<file path="config.mk">
export PLATFORM = sky130hd
export DESIGN_NAME = elevator_car_controller
export DESIGN_NICKNAME = d
export VERILOG_FILES = /design/src/rtl/elevator_pkg.sv /design/src/rtl/request_fifo.sv /design/src/rtl/elevator_car_controller.sv
export SDC_FILE = /design/constraint.sdc
export NUM_CORES = 1
export LEC_CHECK = 0
export CAP_MARGIN = 20
export CELL_PAD_IN_SITES_DETAIL_PLACEMENT = 1
export CELL_PAD_IN_SITES_GLOBAL_PLACEMENT = 1
export CORE_MARGIN = 3
export CORE_UTILIZATION = 45
export CTS_CLUSTER_SIZE = 10
export DETAILED_ROUTE_END_ITERATION = 7
export PLACE_DENSITY_LB_ADDON = 0.12
export SLEW_MARGIN = 20
export SYNTH_ARGS = -nofsm -noshare
export SYNTH_HDL_FRONTEND = slang
export SYNTH_HIERARCHICAL = 1
export SYNTH_SLANG_ARGS = --single-unit
</file>
<file path="constraint.sdc">
create_clock -name clk -period 2.9 [get_ports clk]
set_input_delay 0.29 -clock clk [delete_from_list [all_inputs] [get_ports clk]]
set_output_delay 0.29 -clock clk [all_outputs]
set_load 0.005 [all_outputs]
</file>
<file path="src/rtl/elevator_pkg.sv">
// Shared definitions for the elevator car path: motion codes, FSM states and
// the 6-bit car-state packing used by both the car controller and the prioritizer.
package elevator_pkg;

  localparam int FLOOR_W = 4;

  localparam logic [1:0] MOT_IDLE = 2'b00;
  localparam logic [1:0] MOT_UP   = 2'b01;
  localparam logic [1:0] MOT_DOWN = 2'b10;
  localparam logic [1:0] MOT_DOOR = 2'b11;

  typedef enum logic [1:0] {
    S_IDLE      = 2'd0,
    S_MOVE_UP   = 2'd1,
    S_MOVE_DOWN = 2'd2,
    S_DOOR      = 2'd3
  } car_state_e;

  function automatic logic [1:0] motion_of(input car_state_e s);
    logic [1:0] m;
    case (s)
      S_MOVE_UP:   m = MOT_UP;
      S_MOVE_DOWN: m = MOT_DOWN;
      S_DOOR:      m = MOT_DOOR;
      default:     m = MOT_IDLE;
    endcase
    return m;
  endfunction

  function automatic logic [FLOOR_W+1:0] pack_car_state(input logic [1:0] motion,
                                                        input logic [FLOOR_W-1:0] floor);
    return {motion, floor};
  endfunction

endpackage

</file>
<file path="src/rtl/request_fifo.sv">
// Circular request queue: registered pointers, head word read combinationally.
// Push when full and pop when empty are ignored.
module request_fifo
  import elevator_pkg::*;
#(
  parameter int DEPTH = 4
) (
  input  logic                     clk,
  input  logic                     reset,
  input  logic                     push,
  input  logic [FLOOR_W-1:0]       din,
  input  logic                     pop,
  output logic [FLOOR_W-1:0]       dout,
  output logic                     full,
  output logic                     empty,
  output logic [$clog2(DEPTH):0]   count
);

  localparam int PTR_W = $clog2(DEPTH);
  localparam int CNT_W = PTR_W + 1;

  logic [FLOOR_W-1:0] mem [DEPTH];
  logic [PTR_W-1:0]   wr_ptr;
  logic [PTR_W-1:0]   rd_ptr;
  logic               do_push;
  logic               do_pop;

  assign full    = (count == CNT_W'(DEPTH));
  assign empty   = (count == '0);
  assign do_push = push && !full;
  assign do_pop  = pop && !empty;
  assign dout    = mem[rd_ptr];

  always_ff @(posedge clk or posedge reset) begin
    if (reset) begin
      wr_ptr <= '0;
      rd_ptr <= '0;
      count  <= '0;
    end else begin
      if (do_push) wr_ptr <= wr_ptr + 1'b1;
      if (do_pop)  rd_ptr <= rd_ptr + 1'b1;
      case ({do_push, do_pop})
        2'b10:   count <= count + 1'b1;
        2'b01:   count <= count - 1'b1;
        default: count <= count;
      endcase
    end
  end

  // Storage needs no reset: a flush only has to clear the pointers.
  always_ff @(posedge clk) begin
    if (do_push) mem[wr_ptr] <= din;
  end

endmodule

</file>
<file path="src/rtl/elevator_car_controller.sv">
// Per-car controller: queues dispatched floors and walks the car floor by floor,
// holding the door at each stop. Handshake: a request transfers on the rising
// edge where req_valid && req_ready; req_ready is simply "queue not full".
module elevator_car_controller
  import elevator_pkg::*;
#(
  parameter int FLOORS        = 10,
  parameter int DEPTH         = 4,
  parameter int TRAVEL_CYCLES = 4,
  parameter int DWELL_CYCLES  = 6
) (
  input  logic                     clk,
  input  logic                     reset,
  input  logic                     req_valid,
  input  logic [FLOOR_W-1:0]       req_floor,
  output logic                     req_ready,
  output logic [FLOOR_W-1:0]       floor,
  output logic [FLOOR_W+1:0]       state,
  output logic [$clog2(DEPTH):0]   pending,
  output logic                     req_err
);

  localparam int TRAVEL_W = $clog2(TRAVEL_CYCLES + 1);
  localparam int DWELL_W  = $clog2(DWELL_CYCLES + 1);
  localparam logic [TRAVEL_W-1:0] TRAVEL_LAST = TRAVEL_W'(TRAVEL_CYCLES - 1);
  localparam logic [DWELL_W-1:0]  DWELL_LAST  = DWELL_W'(DWELL_CYCLES - 1);
  localparam logic [FLOOR_W:0]    FLOORS_LIM  = (FLOOR_W + 1)'(FLOORS);

  car_state_e          fsm, fsm_next;
  logic [FLOOR_W-1:0]  floor_next;
  logic [FLOOR_W-1:0]  target, target_next;
  logic [TRAVEL_W-1:0] travel_cnt, travel_next;
  logic [DWELL_W-1:0]  dwell_cnt, dwell_next;
  logic [FLOOR_W-1:0]  head;
  logic [FLOOR_W-1:0]  floor_up, floor_down;
  logic                fifo_full, fifo_empty;
  logic                accept, in_range, push, pop;

  assign req_ready  = !fifo_full;
  assign accept     = req_valid && req_ready;
  assign in_range   = ({1'b0, req_floor} < FLOORS_LIM);
  assign push       = accept && in_range;
  assign floor_up   = floor + 1'b1;
  assign floor_down = floor - 1'b1;

  request_fifo #(.DEPTH(DEPTH)) u_fifo (
    .clk   (clk),
    .reset (reset),
    .push  (push),
    .din   (req_floor),
    .pop   (pop),
    .dout  (head),
    .full  (fifo_full),
    .empty (fifo_empty),
    .count (pending)
  );

  always_ff @(posedge clk or posedge reset) begin
    if (reset) begin
      fsm        <= S_IDLE;
      floor      <= '0;
      target     <= '0;
      travel_cnt <= '0;
      dwell_cnt  <= '0;
      req_err    <= 1'b0;
    end else begin
      fsm        <= fsm_next;
      floor      <= floor_next;
      target     <= target_next;
      travel_cnt <= travel_next;
      dwell_cnt  <= dwell_next;
      req_err    <= accept && !in_range;
    end
  end

  // Target is only loaded from the queue in IDLE, so requests arriving mid-trip
  // wait their turn and never redirect the car.
  always_comb begin
    fsm_next    = fsm;
    floor_next  = floor;
    target_next = target;
    travel_next = travel_cnt;
    dwell_next  = dwell_cnt;
    pop         = 1'b0;
    case (fsm)
      S_IDLE: begin
        if (!fifo_empty) begin
          pop         = 1'b1;
          target_next = head;
          travel_next = '0;
          dwell_next  = '0;
          if (head > floor)      fsm_next = S_MOVE_UP;
          else if (head < floor) fsm_next = S_MOVE_DOWN;
          else                   fsm_next = S_DOOR;
        end
      end
      S_MOVE_UP: begin
        if (travel_cnt == TRAVEL_LAST) begin
          travel_next = '0;
          floor_next  = floor_up;
          if (floor_up == target) fsm_next = S_DOOR;
        end else begin
          travel_next = travel_cnt + 1'b1;
        end
      end
      S_MOVE_DOWN: begin
        if (travel_cnt == TRAVEL_LAST) begin
          travel_next = '0;
          floor_next  = floor_down;
          if (floor_down == target) fsm_next = S_DOOR;
        end else begin
          travel_next = travel_cnt + 1'b1;
        end
      end
      S_DOOR: begin
        if (dwell_cnt == DWELL_LAST) begin
          dwell_next = '0;
          fsm_next   = S_IDLE;
        end else begin
          dwell_next = dwell_cnt + 1'b1;
        end
      end
      default: fsm_next = S_IDLE;
    endcase
  end

  // Built only from registers, so it moves on the same edge as fsm and floor.
  always_comb begin
    state = pack_car_state(motion_of(fsm), floor);
  end

endmodule

</file>
After elaboration in Yosys (flattened, before gate mapping). Memories as Yosys holds them, arrays and structs flattened. Index checks and enable logic that the tools add are counted. Widths: inputs -> output; s select.

Register bits: 24. RAM bits: 16. Bits of input ports: 7. Output and inout bits: 15. Logic and storage cells: 81. Memories kept: 1.

Add/sub/neg operators: 8. Magnitude comparators: 3. Equal/unequal tests: 16. Multiplexer cells: 23. Bitwise operators: 1. Reductions and logical operators: 20.

Memories: u_fifo.mem (depth 4, bits a word 4, rd ports 1, clocked after Yosys merged registers in 0, write ports 1, line request_fifo.sv:22) `logic [FLOOR_W-1:0] mem [DEPTH];`.

Operators with widths (count): $pmux 3 s2 (3); $mux 2 (7); $ne 2x2->1 const B (6); $add 3x1->3 const B (3); $mux 3 (3); $eq 4x4->1 (2); $mux 4 (2); $pmux 2 s4 (1); $pmux 4 s2 (1); $reduce_bool 2->1 (4); $eq 2x2->1 const B (3); $eq 3x3->1 const B (2); $pmux 2 s3 (1); $reduce_and 2->1 (3); $reduce_and 6->1 (1); $logic_and 1x1->1 (5); $mux 1 (5); $add 2x1->2 const B (2); $add 4x1->4 const B (1); $eq 2x1->1 const B (2); $gt 4x4->1 (1); $lt 4x4->1 (1); $lt 4x4->1 const B (1); $sub 4x1->4 const B (1); other kinds (8) (10).

Longest topological paths before layout. Gate-level depths: netlist of run 1.

Word-level depth: 7. Depth in mapped cells: 12. Mapped depth without buffers: 11.

Hierarchy. The synthesis of run 1 kept the hierarchy.

Modules (own cells, without submodules): elevator_car_controller (times used 1, cells each 123, area an instance 1141.1 um^2, sequential area each 425.4 um^2); request_fifo (times used 1, cells each 59, area an instance 1021.0 um^2, sequential area each 655.6 um^2).

Worst setup path after synthesis of run 1. Ideal clock, no wire load.

Kind: register to register. From: reg fsm[0]. To: reg u_fifo.count[2]. Setup time: 79 ps. Arrival time: 2363 ps. Required time: 2821 ps. Path slack: 458 ps. Cell stages (with the launch flop): 13. Buffers on the path: 2. Period minus slack after synthesis: 2442 ps. Cells stage by stage: dfrtp_1 inv_1 ha_1 clkbuf_1 nor2b_1 clkbuf_1 o31a_2 ha_1 inv_1 fa_1 xor2_1 nor2_1 xor2_1.

Cells in the longest elaborated chain, start to end: 5. Elaborated cells between the ends (all ways): 7. Classes of those cells: 2 x eq/ne; 2 x mux; 3 x reduce/logical.

RTL lines: from (decl) (line elevator_car_controller.sv:29) `car_state_e fsm, fsm_next;`; from (signal assigned) (line elevator_car_controller.sv:67) `fsm <= fsm_next;`; $logic_not 2->1 (*) (line elevator_car_controller.sv:85) `case (fsm)`; $mux 1 (*) (line elevator_car_controller.sv:85); via pop (line elevator_car_controller.sv:37) `logic accept, in_range, push, pop;`; $logic_and 1x1->1 (*) (line request_fifo.sv:31) `assign do_pop = pop && !empty;`; via u_fifo.do_pop (line request_fifo.sv:26) `logic do_pop;`; $eq 2x1->1 / $eq 2x2->1 (equally long branches) (line request_fifo.sv:42) `case ({do_push, do_pop})`; $pmux 3 s2 / $reduce_bool 2->1 (equally long branches); to (signal assigned) (line request_fifo.sv:43) `2'b10: count <= count + 1'b1;`; to (signal assigned) (line request_fifo.sv:44) `2'b01: count <= count - 1'b1;`; to (signal assigned) (line request_fifo.sv:45) `default: count <= count;`; to (decl) (line request_fifo.sv:16) `output logic [$clog2(DEPTH):0] count`.

Mark *: on every way through the listed nets, which the timed path passes. The rest lies on a longest branch. A chain may end at the register's enable or synchronous reset.

Worst setup path after layout of run 1.
From: reg floor[0]. To: reg fsm[1].

Cells in the longest elaborated chain, start to end: 4. Elaborated cells between the ends (all ways): 11. Classes of those cells: 2 x add/sub; 1 x order compare; 4 x eq/ne; 3 x mux; 1 x reduce/logical.

RTL lines: from (decl) (line elevator_car_controller.sv:17) `output logic [FLOOR_W-1:0] floor,`; from (signal assigned) (line elevator_car_controller.sv:68) `floor <= floor_next;`; $sub 4x1->4 (tied with other cells) (line elevator_car_controller.sv:44) `assign floor_down = floor - 1'b1;`; $eq 4x4->1 (tied with other cells) (line elevator_car_controller.sv:110) `if (floor_down == target) fsm_next = S_DOOR;`; $ne 2x2->1 (no line) / $mux 2 (equally long branches); $reduce_and 6->1 (no line) / $pmux 2 s4 (equally long branches).

Parallel ways exist; a longest one is shown, timed or not. The select of a mux whose other input is x is not followed.

==> flow_summary.json, run 1 <==
{
  "synth_nets": 206,
  "post-cts-setup-buffers": 0,
  "vdd_ir_drop_max_mv": 0.480,
  "grt_overflow": 0,
  "dr.max_layer_used": "met4",
  "slew_viol_final": 0,
  "p_leak_uw": 0.00108,
  "insertion_delay_ns": 0.29,
  "finalSetupTns_ns": 0,
  "post_cts_resized": 0,
  "seq_area_frac_synth_pct": 50.0,
  "cp_slowest_cell": "dfrtp_1",
  "wl_per_cell_um": 16.8,
  "endpoint_kind": "flip-flop",
  "synth_area_leader_cell": "dfrtp_1",
  "maxCapViolCount": 0,
  "synth_area_um2": 2160,
  "hold_buffers": 0,
  "drt-pass1-iter-count": 4,
  "final_nets": 228,
  "finalHoldViolCount": 0,
  "met3_length_um": 115,
  "r2r_start": "floor[0]",
  "tritoncts": "done",
  "fp.dieArea_um2": 5670,
  "yosysMostFrequentCell": "dfrtp_1",
  "synth_cell_types": 40,
  "synth_ff_type": "dfrtp_1",
  "ant_nets": 0,
  "dieWidth_um": 75.3,
  "report.power.total_uw": 3110,
  "synth.avg_cell_area_um2": 11.9,
  "io_pins": 22,
  "synth-edff-count": 16,
  "p_per_area_nw_per_um2": 1210,
  "initial_core_util_pct": 48.0,
  "outcome": "finished, final reports clean",
  "drc_errors": 0,
  "slew_headroom_pct": 52.7,
  "via_count": 1373,
  "hp-class": "in2async",
  "first_iter_violations": 41,
  "syn_inst": 182,
  "worstPathMaxFanout": 8,
  "worstSetupPathType": "reg2reg",
  "setup_viol": 0,
  "grt_pass1_vias": 1492,
  "synthArstFlopShare_pct": 60.0,
  "ys_ff_latch": 40,
  "cts_htree_levels": 2,
  "startpoint_type": "flip-flop",
  "crit_start": "floor[0]",
  "layout_min_cycle_time_ns": 2.46,
  "grt_max_degree": 18,
  "routed_wl_mm": 4.32,
  "gp_congestion": 0.826,
  "antenna_cells": 0,
  "wl_met2_mm": 2.28,
  "antenna_found_initial": 0,
  "syn2layout_area_growth_pct": 18.6,
  "m1WireLength_mm": 1.87,
  "synthTopCellsByCount": "24 x dfrtp_1, 19 x inv_1, 16 x edfxtp_1, 16 x ha_1, 12 x nor2_1",
  "grt_setup_unrepaired": "no",
  "crit_arrival_ns": 2.64,
  "max_freq_mhz": 406,
  "grt_usage_pct": 17.7,
  "path_clk_slew_ns": 0.08,
  "crit_chain": "inv_1 -> ha_1 -> xnor2_1 -> nand2_1 -> or3_1 -> a221o_1 -> mux2_1",
  "cts_buffers": 5,
  "yosysWarnings": 6,
  "die_height_um": 75.3,
  "port_buffers": 21,
  "synth.area.top_cells": "dfrtp_1 28%, edfxtp_1 22%, ha_1 9.3%",
  "final_util_pct": 56.9,
  "cts.sinks": 40,
  "viasPerCell": 5.34,
  "post-route-period-util_pct": 84.9,
  "num_rows": 24,
  "drive_above_1_share_pct": 10.7,
  "root_buffer": "clkbuf_8",
  "worst_pin_slew_ns": 0.708,
  "synth_top_area_share_pct": 27.8,
  "required_ns": 3.08,
  "cts_buffer_depth": 2,
  "fin_skew_ns": 0.00802,
  "cpPeakStageDelay_ns": 0.52,
  "core-area_um2": 4500,
  "grt_pass1_wl_mm": 7.33,
  "dp_hpwl_mm": 3.41
}
==> worst max-delay path: cells and delay by family (launching register included) <==
kind,cells,cell delay (ns)
AND/OR/NAND/NOR,2,0.39
multiplexers,1,0.33
XOR/XNOR,1,0.21
adder cells (fa/ha/maj),1,0.35
flip-flops,1,0.52
buffers and inverters,1,0.13
AO/OA/AOI/OAI,1,0.42
==> per-layer routing <==
metal  vias to the layer above  GRT usage [%]
met2                        24           31.6
met4                         0           5.24
met5                         -              0
li1                        660              -
met3                         7           4.09
met1                       682           21.1
==> layout by cell type (no fill, tap or decap), types with 4 or more instances in the layout <==
cell type,instances
xor2_1,5
mux4_2,4
ha_1,16
dfrtp_1,24
inv_1,19
nand2_1,10
nor2_1,12
clkbuf_8,5
edfxtp_1,16
mux2_1,6
o21ai_1,4
xnor2_1,11
clkdlybuf4s50_1,21
nand3_1,6
o21ai_0,6
==> layout make-up <==
type	instances	area, µm²
inverters	19	71.3
flip-flops and latches	40	1080
fillers	465	1940
clock inverters	3	90.1
repair buffers	23	225
multi-input cells	115	963
clock buffers	5	68.8
well taps	52	65.1
==> cells by family after synthesis <==
kind of cell             count (synthesis)  share of synthesized area [%]
buffers and inverters                   27                           5.44
XOR/XNOR                                17                           7.23
AND/OR/NAND/NOR                         45                           11.3
multiplexers                            14                           9.37
AO/OA/AOI/OAI                           22                           6.48
adder cells (fa/ha/maj)                 17                           10.2
flip-flops                              40                           50.0
==> path summary, 6_finish.rpt <==
check                             endpoint  slack (ns)  cells after the start
max                                 fsm[1]        0.44                      7
min in group clk             travel_cnt[2]        0.49                      1
max reg2reg                         fsm[1]        0.44                      7
min reg2reg                  travel_cnt[2]        0.49                      1
max in group asynchronous        target[1]        2.01                      2
min                        u_fifo/count[0]        0.27                      2
==> through the flow <==
| stage | instances | area (µm²) | hold slack, ns | setup WS, ns |
|---|---|---|---|---|
| after global placement | 249 | 2410 | 0.461 | 0.492 |
| final | 257 | 2560 | 0.268 | 0.438 |
| after floorplan | 182 | 2160 | 0.0934 | 0.458 |
| after global routing | 257 | 2560 | 0.289 | 0.265 |
| after detailed placement | 249 | 2410 | 0.471 | 0.380 |
| after CTS | 257 | 2560 | 0.276 | 0.406 |
==> report_power, final <==
group          internal (µW)  switching [µW]  leakage, µW  total (µW)
clock network            430             197    0.0000784         627
registers                783             219     0.000438        1000
logic                    786             698     0.000564        1480
total                   2000            1110      0.00108        3110
==> sequential cells by signal, summed over array words and instances, names as in the netlist <==
name / flops
u_fifo/mem: 16
floor: 4
target: 4
dwell_cnt: 3
travel_cnt: 3
u_fifo/count: 3
fsm: 2
u_fifo/rd_ptr: 2
u_fifo/wr_ptr: 2
req_err: 1
(Power assumes the default switching activity.)
==> inputs of run 2 (changes only) <==
Clock period 2.9 ns to 2.4 ns, I/O delays scaled along.
==> flow_summary.json, run 2 (same netlist as run 1, synthesis figures left out) <==
{
  "initial_core_util_pct": 48.0,
  "reg_top3": "u_fifo/mem x16, floor x4, target x4",
  "insertion_delay_ns": 0.29,
  "gp_congestion": 0.871,
  "syn2layout_area_growth_pct": 19.8,
  "intPower_uw": 2270,
  "crit_family": "multiplexers",
  "required_ns": 2.58,
  "cts_buffers": 5,
  "cpPeakStageDelay_ns": 0.55,
  "grt_usage_pct": 17.1,
  "dieWidth_um": 75.3,
  "antenna_cells": 0,
  "crit_arrival_ns": 2.46,
  "drive_above_1_share_pct": 16.0,
  "p_per_area_nw_per_um2": 1420,
  "layout_min_cycle_time_ns": 2.28,
  "max_freq_mhz": 438,
  "vdd_ir_drop_max_mv": 0.495,
  "cts.sinks": 40,
  "post-route-period-util_pct": 95.1,
  "wl_per_cell_um": 16.4,
  "slew_viol_final": 0,
  "startpoint_type": "flip-flop",
  "largest_reg_flops": 16,
  "p_clk_share_pct": 15.3,
  "fin_skew_ns": 0.00760,
  "power.switching_uw": 1400,
  "port_buffers": 21,
  "slew_headroom_pct": 55.1,
  "cts_buffer_depth": 2,
  "worstSetupEndpoint": "fsm[0]",
  "r2r_start": "u_fifo/rd_ptr[0]",
  "r2r_slack_ns": 0.12,
  "crit_start": "u_fifo/rd_ptr[0]",
  "io_pins": 22,
  "routed_wl_mm": 4.35,
  "cp_slowest_cell": "mux4_2",
  "grt_overflow": 0,
  "grt_setup_unrepaired": "yes",
  "antenna_found_initial": 0,
  "num_rows": 24,
  "worst_pin_slew_ns": 0.672,
  "fp.dieArea_um2": 5670,
  "cp_num_buf_inv": 0,
  "grt_pass1_wl_mm": 7.15,
  "endpoint_kind": "flip-flop",
  "via_count": 1394,
  "final_cell_mix": "22 x dfrtp_1, 21 x clkdlybuf4s50_1, 19 x inv_1",
  "outcome": "finished, final reports clean",
  "core-area_um2": 4500,
  "p_leak_uw": 0.00110,
  "grt_pass1_vias": 1549,
  "grt_max_degree": 18,
  "final_cells": 265,
  "combPwrFrac_pct": 52.6,
  "layout_commonest_cell": "dfrtp_1",
  "final_nets": 236,
  "ant_nets": 0,
  "dp_hpwl_mm": 3.39,
  "drt-pass1-iter-count": 4,
  "finalHoldViolCount": 0,
  "cts_htree_levels": 2,
  "worst-path-stages": 6,
  "crit_chain": "mux4_2 -> ha_1 -> a21o_1 -> a211oi_2 -> a21oi_1 -> mux2_1",
  "hp-class": "in2async",
  "path_clk_slew_ns": 0.09,
  "drc_errors": 0,
  "die_height_um": 75.3,
  "seq_power_share_pct": 32.1,
  "dp_cells": 256,
  "root_buffer": "clkbuf_8",
  "switching_share_pct": 38.0,
  "final_util_pct": 57.5,
  "tritoncts": "done",
  "setup_viol": 0,
  "reg2regPathDepth": 6,
  "worstSetupPathType": "reg2reg",
  "top_register": "u_fifo/mem",
  "worstPathMaxFanout": 6,
  "viasPerCell": 5.26,
  "first_iter_violations": 41,
  "maxCapViolCount": 0,
  "r2r_end": "fsm[0]"
}
run 2: cell types whose count changed in the layout (fill, tap and decap cells not counted):
cell,delta
dfrtp_1,-2
buf_4,+8
nor2b_2,+1
dfrtp_2,+2
a211oi_1,-1
a211oi_2,+1
nor2b_1,-1
inv_6,+1
bufinv_16,-2
clkinvlp_4,+1
run 2: layout make-up:
cell class | count | area, µm²
clock buffer | 5 | 68.8
clock inverter | 3 | 46.3
fill | 481 | 1910
inverter | 19 | 71.3
multi-input combinational | 115 | 971
sequential | 40 | 1080
tap | 52 | 65.1
timing repair buffer | 31 | 285
run 2: routing by layer:
metal | wire length (µm) | track usage, %
met5 | 0 | 0
met4 | 91 | 7.77
met3 | 142 | 4.88
met2 | 2280 | 29.6
met1 | 1830 | 19.4
run 2: power by group through the flow:
stage          combinational, µW  clock (µW)  sequential [µW]
3_5_place_dp                1900           0             1190
4_1_cts                     1930         575             1180
5_1_grt                     2180         609             1210
2_1_floorplan               1310           0             1150
3_3_place_gp                1790           0             1170
6_report                    1930         563             1180
run 2: metrics by stage:
stage          TNS [ns]  area [µm²]  setup slack, ns  power (µW)  hold slack (ns)
2_1_floorplan         0        2160           0.0578        2460           0.0434
4_1_cts               0        2570           0.0347        3690            0.239
5_1_grt         -0.0293        2590          -0.0293        4000            0.242
6_report              0        2590            0.117        3670            0.225
3_3_place_gp          0        2460           0.0877        2960            0.461
3_5_place_dp    -0.0609        2460          -0.0609        3100            0.488
run 2: worst register-to-register path: cells and delay by family, from the launching register on:
family,cells,cell delay [ns]
adders and majority gates,1,0.31
DFF,1,0.46
muxes,2,0.84
AOI/OAI and AO/OA,3,0.56
run 2: worst min-delay path by stage:
| stage | end | slack (ns) | cells after the start |
|---|---|---|---|
| final | u_fifo/wr_ptr[1] | 0.23 | 2 |
| after global placement | travel_cnt[2] | 0.46 | 1 |
| after floorplan | u_fifo/count[0] | 0.04 | 1 |
| after CTS | u_fifo/wr_ptr[1] | 0.24 | 2 |
| after detailed placement | travel_cnt[1] | 0.49 | 2 |
| after global routing | u_fifo/rd_ptr[1] | 0.24 | 2 |
run 2: timing repair:
item / CTS / global route
buffers inserted: 0 / 1
pin swaps: 0 / 1
gates resized for setup: 1 / 3
hold buffers: 0 / 0
endpoints found under the setup margin: 1 / 2
==> inputs of run 3 (changes only) <==
Settings changed: RECOVER_POWER set to 100, SYNTH_HIERARCHICAL 1 to unset.
==> flow_summary.json, run 3 <==
{
  "hp-class": "in2reg",
  "yosysWarnings": 0,
  "synth_top_area_share_pct": 28.3,
  "via_count": 1401,
  "largest_reg_flops": 16,
  "synth_area_leader_cell": "dfrtp_1",
  "fp.dieArea_um2": 5580,
  "yosysMostFrequentCell": "dfrtp_1",
  "whs_ns": 0.496,
  "syn2layout_area_growth_pct": 16.7,
  "p_leak_uw": 0.00105,
  "final_cells": 262,
  "final_nets": 234,
  "stdcell_area_um2": 2480,
  "maxCapViolCount": 0,
  "grt_max_degree": 25,
  "die_height_um": 74.7,
  "top_register": "u_fifo.mem",
  "path_clk_slew_ns": 0.08,
  "grt_usage_pct": 17.7,
  "post_cts_resized": 0,
  "first_iter_violations": 39,
  "synthTopCellsByCount": "24 x dfrtp_1, 19 x inv_1, 17 x ha_1",
  "cts_buffers": 5,
  "ys_ff_latch": 40,
  "postPlaceCellArea_um2": 2400,
  "num_rows": 24,
  "io_pins": 22,
  "synth-edff-count": 16,
  "ant_nets": 0,
  "worst_pin_slew_ns": 1.38,
  "dp_cells": 254,
  "layout_commonest_cell": "dfrtp_1",
  "core-area_um2": 4440,
  "wl_per_cell_um": 16.8,
  "worstSetupPathType": "reg2reg",
  "drt-pass1-iter-count": 4,
  "slew_headroom_pct": 7.78,
  "root_buffer": "clkbuf_8",
  "dp_slack_ns": 0.00190,
  "viasPerCell": 5.35,
  "synth.avg_cell_area_um2": 11.7,
  "seq_area_frac_synth_pct": 50.9,
  "post-route-period-util_pct": 94.7,
  "grt_pass1_wl_mm": 7.33,
  "cts_htree_levels": 2,
  "final_cell_mix": "24 x dfrtp_1, 19 x inv_1, 19 x dlygate4sd3_1",
  "dieWidth_um": 74.7,
  "setup_slack_ns": 0.126,
  "grt_overflow": 0,
  "syn_inst": 182,
  "p_per_area_nw_per_um2": 1380,
  "setup_viol": 0,
  "post-cts-setup-buffers": 0,
  "grt_setup_unrepaired": "no",
  "hold_buffers": 0,
  "routed_wl_mm": 4.40,
  "reg_top3": "u_fifo.mem x16, floor x4, target x4",
  "synth.area.top_cells": "dfrtp_1 28%, edfxtp_1 23%, ha_1 10%",
  "initial_core_util_pct": 47.8,
  "antenna_cells": 0,
  "port_buffers": 21,
  "finalSetupTns_ns": 0,
  "slew_viol_final": 0,
  "cts.sinks": 40,
  "startpoint_type": "flip-flop",
  "synthArstFlopShare_pct": 60.0,
  "vdd_ir_drop_max_mv": 0.582,
  "tritoncts": "done",
  "layout_min_cycle_time_ns": 2.27,
  "max_freq_mhz": 440,
  "antenna_found_initial": 0,
  "grt_pass1_vias": 1545,
  "outcome": "finished, final reports clean",
  "required_ns": 2.58,
  "synth_nets": 207,
  "dp_hpwl_mm": 3.39,
  "gp_congestion": 0.719,
  "worstPathMaxFanout": 2,
  "cts_buffer_depth": 2,
  "endpoint_kind": "flip-flop",
  "crit_arrival_ns": 2.45,
  "insertion_delay_ns": 0.29,
  "fin_skew_ns": 0.00599,
  "drive_above_1_share_pct": 10.0,
  "drc_errors": 0,
  "synth_area_um2": 2120,
  "synth_cell_types": 36,
  "synth_ff_type": "dfrtp_1",
  "finalHoldViolCount": 0
}
==> run 3: cell count changes after synthesis, moves of 2 or more <==
cell | before | now
and2_1 | 1 | 4
and2_2 | 3 | 0
mux2_1 | 6 | 0
mux2_2 | 0 | 3
nand2_1 | 10 | 15
nor2b_1 | 3 | 1
o21ai_0 | 6 | 11
o21ai_1 | 4 | 0
xnor2_1 | 11 | 14
==> run 3: per-stage QoR <==
stage / utilization, % / total power [µW]
6_report: 55.8 / 3410
5_1_grt: 55.8 / 3730
4_1_cts: 55.9 / 3510
3_5_place_dp: 54.1 / 3060
3_3_place_gp: 54.1 / 2890
2_1_floorplan: - / 2410
==> run 3: worst paths after layout <==
check	slack (ns)	startpoint	depth (start not counted)	to
max in group asynchronous	0.75	reset	3	u_fifo.count[0]
min reg2reg	0.51	u_fifo.count[0]	1	u_fifo.count[0]
min	0.50	req_valid	3	req_err
min in group asynchronous	0.85	reset	3	travel_cnt[2]
max reg2reg	0.13	u_fifo.rd_ptr[0]	7	fsm[0]
max	0.13	u_fifo.rd_ptr[0]	7	fsm[0]
==> run 3: metal layers <==
metal	wire length (µm)	share of wire [%]	GRT usage, %
met1	1770	40	20.3
met2	2420	55	33.1
met3	116	2.6	3.60
met4	92	2.1	5.34
met5	0	0	0
==> run 3: power breakdown <==
group | internal, µW | switching, µW
combinational | 881 | 979
sequential | 939 | 186
clock | 197 | 233
==> run 3: layout make-up <==
cell class,count,area (µm²)
fill,477,1960
sequential,40,1080
multi-input combinational,116,940
timing repair buffer,27,240
inverter,19,71.3
clock buffer,5,68.8
tap,52,65.1
clock inverter,3,13.8
==> run 3: cell families (layout without fill, tap and decap cells) <==
group	after synthesis	after routing	share of synthesized area (%)
muxes	10	10	7.48
DFF	40	40	50.9
xor gates and xnor gates	19	19	7.83
and+or+nand+nor	44	44	9.78
adders and majority gates	18	18	11.0
AOI/OAI and AO/OA	25	25	7.77
buffers and inverters	26	54	5.30
==> run 3: worst max-delay path: stages, from the launching register on <==
cell and delay [ns]:
dfrtp_1 0.37, mux4_2 0.53, ha_1 0.31, nor2b_1 0.13, o21a_1 0.16, o21ai_0 0.23
a31oi_1 0.13, mux2_1 0.30
==> edit, RTL diff (config.mk and constraints of run 3) <==
`FLOOR_W`: 4 -> 3.
--- a/src/rtl/elevator_pkg.sv
+++ b/src/rtl/elevator_pkg.sv
@@ -2,7 +2,7 @@
 // the 6-bit car-state packing used by both the car controller and the prioritizer.
 package elevator_pkg;
 
-  localparam int FLOOR_W = 4;
+  localparam int FLOOR_W = 3;
 
   localparam logic [1:0] MOT_IDLE = 2'b00;
   localparam logic [1:0] MOT_UP   = 2'b01;
Interface: changed (resized floor, req_floor and state); port bits go from 22 to 19. The function was not compared with the original's and may differ.
==> edit against run 3 <==
  * Fmax rose by 1.2%
  * Synthesized area fell by 14%
  * Critical endpoint unchanged
  * Critical path depth fell by 1
  * Global-route usage rose by 0.28 points
  * Setup slack improved by 27 ps
  * Sequential cell count fell by 7
  * Routed wire length fell by 11%
  * Design area fell by 13%
  * Sequential power fell by 9.8%
  * Synthesized cell count fell by 14%
  * Die area fell by 13%
  * Highest routed layer unchanged
  * Power fell by 8.6%
==> edit: results (changes against run 3) <==
| Stage | Quantity | Value | vs run 3 |
|:---|:---|:---|:---|
| outcome | Status | complete, no violations |  |
| power and ir drop | Static Leakage | 0.955 nW | -9.2% |
| critical path | Largest fanout of any net on the critical path | 6 | +4 |
| sta | Final setup skew | 4.96 ps | -1.03 ps |
| critical path | Register-to-register path setup slack | 150 ps | +30 ps |
| min path | Min-Delay Path Depth | 1 | -2 |
| route | Met1 Wirelength | 1.76 mm | -0.23% |
| grt | Pin count of the biggest net entering global routing | 22 | -12% |
| grt | Vias in the first global route | 1,370 | -11% |
| grt | All-layer global routing usage | 18.0% | +0.28 points |
| critical path | Data arrival time of the critical path | 2420 ps | -30 ps |
| grt | Met3 Track Usage GR | 4.78% | +1.2 points |
| synth | Top cells by count, synth | 21 x sky130_fd_sc_hd__dfrtp_1, 17 x sky130_fd_sc_hd__nand2_1, 16 x sky130_fd_sc_hd__ha_1, 16 x sky130_fd_sc_hd__inv_1, 12 x sky130_fd_sc_hd__edfxtp_1 |  |
| synth | Xor/xnor cell area share of the yosys netlist | 7.72% | -0.11 points |
| min path | HP Class | reg -> reg |  |
| grt | Met1 track demand over resource in global routing | 22.6% | +2.2 points |
| synth | Fraction of synthesis flops using an asynchronous set or reset pin | 63.6% | +3.6 points |
| route | Wirelength per Cell | 17.2 um | +2.5% |
| finish | Final Net Count | 201 | -14% |
| power and ir drop | Maximum vdd drop | 0.587 mV | +0.91% |
| synth | Adder and majority cell fraction of the synthesized area | 12.0% | +1.1 points |
| synth | Synthesized-area fraction occupied by ao, oa, aoi and oai cells | 8.54% | +0.76 points |
| placed design | DP HPWL | 3.05 mm | -10% |
| critical path | Slowest CP cell | sky130_fd_sc_hd__dfrtp_1 |  |
| route | Metal3 WL | 118 um | +1.7% |
| sta | Worst Tran Pin Value | 862 ps | -521 ps |
| critical path | Path depth of the worst reg2reg path | 6 | -1 |
| synth | Mux cell area share after synthesis | 6.83% | -0.65 points |
-- edit: power by group --
part / total (mW) / internal (mW) / switching, mW / leakage, nW
clock: 0.517 / 0.306 / 0.210 / 0.0528
combinational: 1.59 / 0.811 / 0.776 / 0.535
sequential: 1.01 / 0.802 / 0.212 / 0.368
total: 3.12 / 1.92 / 1.20 / 0.955
-- edit: worst max-delay path by stage --
| stage | slack, ps | end |
|---|---|---|
| after global placement | 270 | fsm[0] |
| after floorplan | 150 | u_fifo.count[2] |
| after global routing | 30 | fsm[0] |
| after detailed placement | 160 | fsm[1] |
| final | 150 | fsm[0] |
| after CTS | 110 | fsm[1] |
-- edit: repair_timing --
item                       4_1_cts  5_1_grt
setup buffers                    0        0
gates resized for setup          0        2
hold buffers                     0        0
setup endpoints to repair        0        1
-- edit: area by class of cell --
cell class | instances | area [um^2] | share of cell area, %
sequential | 33 | 887 | 41.3
multi-input combinational | 102 | 853 | 39.7
timing repair buffer | 20 | 181 | 8.44
clock buffer | 6 | 72.6 | 3.38
inverter | 16 | 60.1 | 2.80
tap | 48 | 60.1 | 2.80
clock inverter | 2 | 33.8 | 1.57
-- edit: per-stage QoR --
| stage | hold WS [ps] | setup WS (ps) | cells | total power [mW] | utilization [%] |
|---|---|---|---|---|---|
| 3_5_place_dp | 494 | 158 | 219 | 2.67 | 53.9 |
| 6_report | 507 | 153 | 227 | 3.12 | 56.6 |
| 3_3_place_gp | 480 | 265 | 219 | 2.54 | 53.9 |
| 5_1_grt | 533 | 31.9 | 227 | 3.41 | 56.6 |
| 2_1_floorplan | 217 | 151 | 157 | 2.12 | - |
| 4_1_cts | 475 | 108 | 227 | 3.19 | 56.7 |
